==> src/rtl/sr_excitation_driver.sv <==
// sr_excitation_driver
//   Drives an external SR flip-flop toward a requested next state. A target
//   bit is accepted over a valid/ready handshake. S/R come from the
//   excitation table applied to the fed-back Q. One cycle after the
//   flip-flop has sampled S/R, Q is compared with the target, and the block
//   reports completion and any mismatch.
//
//   Optional feature (macro SR_ERR_CNT_EN): adds a saturating err_cnt output.
//
// Parameters
//   CNT_W        width of xfer_cnt / err_cnt
//   FORCE_DRIVE  1: pulse S (target 1) or R (target 0) even when target == Q
//
// Ports
//   clk, rst_n   clock, asynchronous active-low reset
//   tgt_valid    target bit offered
//   tgt_bit      requested next Q
//   tgt_ready    block can accept a target (IDLE only, from state)
//   s, r         registered set/reset to the flip-flop
//   q_fb         q fed back from the flip-flop
//   done_valid   one-cycle completion pulse
//   mismatch     q_fb != target at completion, held until next done_valid
//   xfer_cnt     completed transfers, wrapping
//   err_cnt      (SR_ERR_CNT_EN only) mismatching transfers, saturating
module sr_excitation_driver #(
    parameter int unsigned CNT_W       = 8,
    parameter bit          FORCE_DRIVE = 1'b0
) (
    input  logic             clk,
    input  logic             rst_n,
    input  logic             tgt_valid,
    input  logic             tgt_bit,
    output logic             tgt_ready,
    output logic             s,
    output logic             r,
    input  logic             q_fb,
    output logic             done_valid,
    output logic             mismatch,
`ifdef SR_ERR_CNT_EN
    output logic [CNT_W-1:0] err_cnt,
`endif
    output logic [CNT_W-1:0] xfer_cnt
);

    typedef enum logic [1:0] {
        IDLE  = 2'd0,
        DRIVE = 2'd1,
        CHECK = 2'd2
    } state_t;

    state_t             state, state_nxt;
    logic               tgt_q, tgt_nxt;
    logic               s_nxt, r_nxt;
    logic               done_nxt, mis_nxt;
    logic [CNT_W-1:0]   xfer_nxt;
`ifdef SR_ERR_CNT_EN
    logic [CNT_W-1:0]   err_nxt;
`endif

    assign tgt_ready = (state == IDLE);

    // State and registered outputs
    always_ff @(posedge clk or negedge rst_n) begin
        if (!rst_n) begin
            state      <= IDLE;
            tgt_q      <= 1'b0;
            s          <= 1'b0;
            r          <= 1'b0;
            done_valid <= 1'b0;
            mismatch   <= 1'b0;
            xfer_cnt   <= '0;
`ifdef SR_ERR_CNT_EN
            err_cnt    <= '0;
`endif
        end else begin
            state      <= state_nxt;
            tgt_q      <= tgt_nxt;
            s          <= s_nxt;
            r          <= r_nxt;
            done_valid <= done_nxt;
            mismatch   <= mis_nxt;
            xfer_cnt   <= xfer_nxt;
`ifdef SR_ERR_CNT_EN
            err_cnt    <= err_nxt;
`endif
        end
    end

    // Next state and next output values; s/r default to hold (0,0)
    always_comb begin
        state_nxt = state;
        tgt_nxt   = tgt_q;
        s_nxt     = 1'b0;
        r_nxt     = 1'b0;
        done_nxt  = 1'b0;
        mis_nxt   = mismatch;
        xfer_nxt  = xfer_cnt;
`ifdef SR_ERR_CNT_EN
        err_nxt   = err_cnt;
`endif
        case (state)
            IDLE: begin
                if (tgt_valid) begin
                    tgt_nxt   = tgt_bit;
                    state_nxt = DRIVE;
                    // s and r are mutually exclusive in every branch
                    if (tgt_bit && !q_fb) begin
                        s_nxt = 1'b1;
                    end else if (!tgt_bit && q_fb) begin
                        r_nxt = 1'b1;
                    end else if (FORCE_DRIVE) begin
                        s_nxt = tgt_bit;
                        r_nxt = !tgt_bit;
                    end
                end
            end
            DRIVE: begin
                state_nxt = CHECK;
            end
            CHECK: begin
                mis_nxt   = (q_fb != tgt_q);
                done_nxt  = 1'b1;
                xfer_nxt  = xfer_cnt + CNT_W'(1);
                state_nxt = IDLE;
`ifdef SR_ERR_CNT_EN
                if ((q_fb != tgt_q) && (err_cnt != {CNT_W{1'b1}})) begin
                    err_nxt = err_cnt + CNT_W'(1);
                end
`endif
            end
            default: begin
                state_nxt = IDLE;
            end
        endcase
    end

endmodule

==> config.mk <==
export PLATFORM = sky130hd
export DESIGN_NAME = sr_excitation_driver
export DESIGN_NICKNAME = d
export VERILOG_FILES = /design/src/rtl/sr_excitation_driver.sv
export SDC_FILE = /design/constraint.sdc
export NUM_CORES = 1
export LEC_CHECK = 0
export CAP_MARGIN = 10
export CORE_UTILIZATION = 35
export DETAILED_ROUTE_END_ITERATION = 8
export PLACE_DENSITY = 0.61
export REMOVE_ABC_BUFFERS = 1
export SLEW_MARGIN = 20
export SYNTH_ARGS = -nofsm -noshare
export SYNTH_HDL_FRONTEND = slang
export SYNTH_SLANG_ARGS = --single-unit
==> constraint.sdc <==
create_clock -name clk -period 2.5 [get_ports clk]
set_input_delay 0.25 -clock clk [delete_from_list [all_inputs] [get_ports clk]]
set_output_delay 0.25 -clock clk [all_outputs]
set_load 0.005 [all_outputs]
==> run metrics <==
CTS tree done; post-cts sizing count 0; area delta synth->final 33.1%; pin count of the biggest net entering global routing 16; Crit Path Class reg2out; top-area cell type share of the netlist area 60.6%; max-slew violations 0; clk_skew 0.647 ps; CTS root buf clkbuf_4; largest area contributor in the netlist dfrtp_1; DR WL/cell 11.4 um; drt pass-1 iters 5; register area 375 um^2; actual slew at the worst max-slew pin 653 ps; Post-DP HPWL 730 um; Gate Count Post-Synth 50; CTS H-tree lvls 1; Reg clk slew, reported paths 80 ps; first-pass GRT wire length 1840 um; Final GP Congestion 0.669; Die X 44.1 um; top-count cell post-synth dfrtp_1; initial detailed-routing violation count 2; worst hold path type in2async; Final min period 1620 ps; post-CTS setup buffers 0; clk_lat worst skew 270 ps; antenna violations before repair 0; largest fanout on the critical path 3; setup violators final 0; Filler cells 145; area taken by multi-input logic gates 218 um^2; global-route usage over all layers 13.4%; Async S/R FF share, synth 100%; number of CTS-inserted buffers 3; achievable frequency 619 MHz; Synth warnings 0; synth top area cells dfrtp_1, xnor2_1, nand2_1; Initial Utilization 39.3%; Die Y 44.1 um; Fin. Hold Viols 0; max_slew headroom 56.4%; peak supply drop 0.000441 V; Max clock buf depth 2; dominant synthesized flop cell dfrtp_1; Commonest cells post-synth dfrtp_1, nand2_1, xnor2_1, inv_1; CTS sink cnt 15; RSZ-0062 raised after global routing false; CP startpoint kind flip-flop; fin crit share 64.6%; DRC Markers 0; status finished clean; vias in the first global route 422; # rows 14; Netlist cell types 19; register area share after synthesis 60.6%; Antenna Nets Post-Route 0; max cap viols 0; Post-synth EDFFs 0; total power 0.000689 W; # IOs 18; quantity of hold-fixing buffers added after cts 0; nets 77; Mean Syn Cell Area 12.4 um^2; Port Buffers 17; core area 1580 um^2; die area 1940 um^2; P per Cell Area 836 nW/um^2; Crit path arrival time 1370 ps; share of cells above drive strength 1 11.4%; Vias/cell 4.65; # diodes 0; final WL 984 um; vias 400; LEAKAGE 0.380 nW; global route overflow 0; post-synthesis sequential element count 15; critical path capture point type primary output; area of the mapped netlist 619 um^2; setup_tns 0 ps; worst endpoint required time 2250 ps
==> sequential cells by signal (all words and copies together) (netlist names) <==
register and count:
done_valid 1, xfer_cnt 8, mismatch 1, state 2, r 1, s 1
tgt_q 1
==> final timing paths <==
check	cells after the start	end	start	slack (ps)
worst max-delay path	2	tgt_ready	state[1]	880
worst min-delay path	1	xfer_cnt[2]	rst_n	380
worst max register to register	3	xfer_cnt[5]	state[0]	1170
worst min register to register	1	xfer_cnt[7]	xfer_cnt[7]	480
max in group asynchronous	1	xfer_cnt[5]	rst_n	1710
min in group clk	1	xfer_cnt[7]	xfer_cnt[7]	480
==> stage by stage <==
stage	setup WS (ps)	cell area, um^2	utilization [%]	hold WS (ps)	cells
3_3_place_gp	1190	798	50.6	463	82
3_5_place_dp	1180	798	50.6	473	82
5_1_grt	789	825	52.3	432	86
2_1_floorplan	1220	608	-	-45.6	49
6_report	885	825	52.3	376	86
4_1_cts	866	825	52.3	402	86
==> area by class of cell <==
| type | count | area share, % |
|---|---|---|
| Tap cell | 16 | 2.43 |
| Clock buffer | 4 | 3.19 |
| Sequential cell | 15 | 45.5 |
| Timing Repair Buffer | 17 | 20.6 |
| Multi-Input combinational cell | 30 | 26.4 |
| Inverter | 4 | 1.82 |
==> routing by layer <==
metal	up-vias	track usage [%]	share of wire, %
li1	201	-	-
met1	183	16.5	45
met2	16	20.9	46
met3	0	8.16	8.5
met4	0	1.82	0
met5	-	0	0
==> placed cells by master, fill, tap and decap left out <==
master / count
clkbuf_1: 1
o21ai_0: 1
nand3_1: 2
xnor2_1: 6
or4_4: 1
inv_1: 4
xor2_1: 1
clkdlybuf4s50_1: 17
nand4_1: 1
xnor2_2: 1
and2b_2: 1
nand2b_4: 1
nand2_1: 7
nor4_1: 1
ha_1: 1
nor3b_1: 2
dfrtp_1: 15
and3_1: 1
clkbuf_4: 3
mux2_2: 1
nor2_1: 2
==> where the power goes <==
part	internal [W]	leakage, nW	switching [W]	total (W)
Sequential	0.000298	0.195	0.0000518	0.000349
Clock	0.0000618	0.0150	0.0000680	0.000130
Combinational	0.000136	0.169	0.0000740	0.000210
Total	0.000495	0.380	0.000194	0.000689
==> worst max-delay path: stages, from the launching register on <==
cell and delay [ps]:
dfrtp_1 420, nor2_1 150, clkdlybuf4s50_1 520
==> logic make-up after synthesis <==
kind of cell / after synthesis / share of synthesized area, %
and+or+nand+nor: 19 / 18.0
buffers and inverters: 5 / 4.24
DFF: 15 / 60.6
AOI/OAI and AO/OA: 1 / 0.807
adders and majority gates: 1 / 2.02
muxes: 1 / 1.82
xor gates and xnor gates: 8 / 12.5
Note: power is estimated with default switching activity, not from simulation.
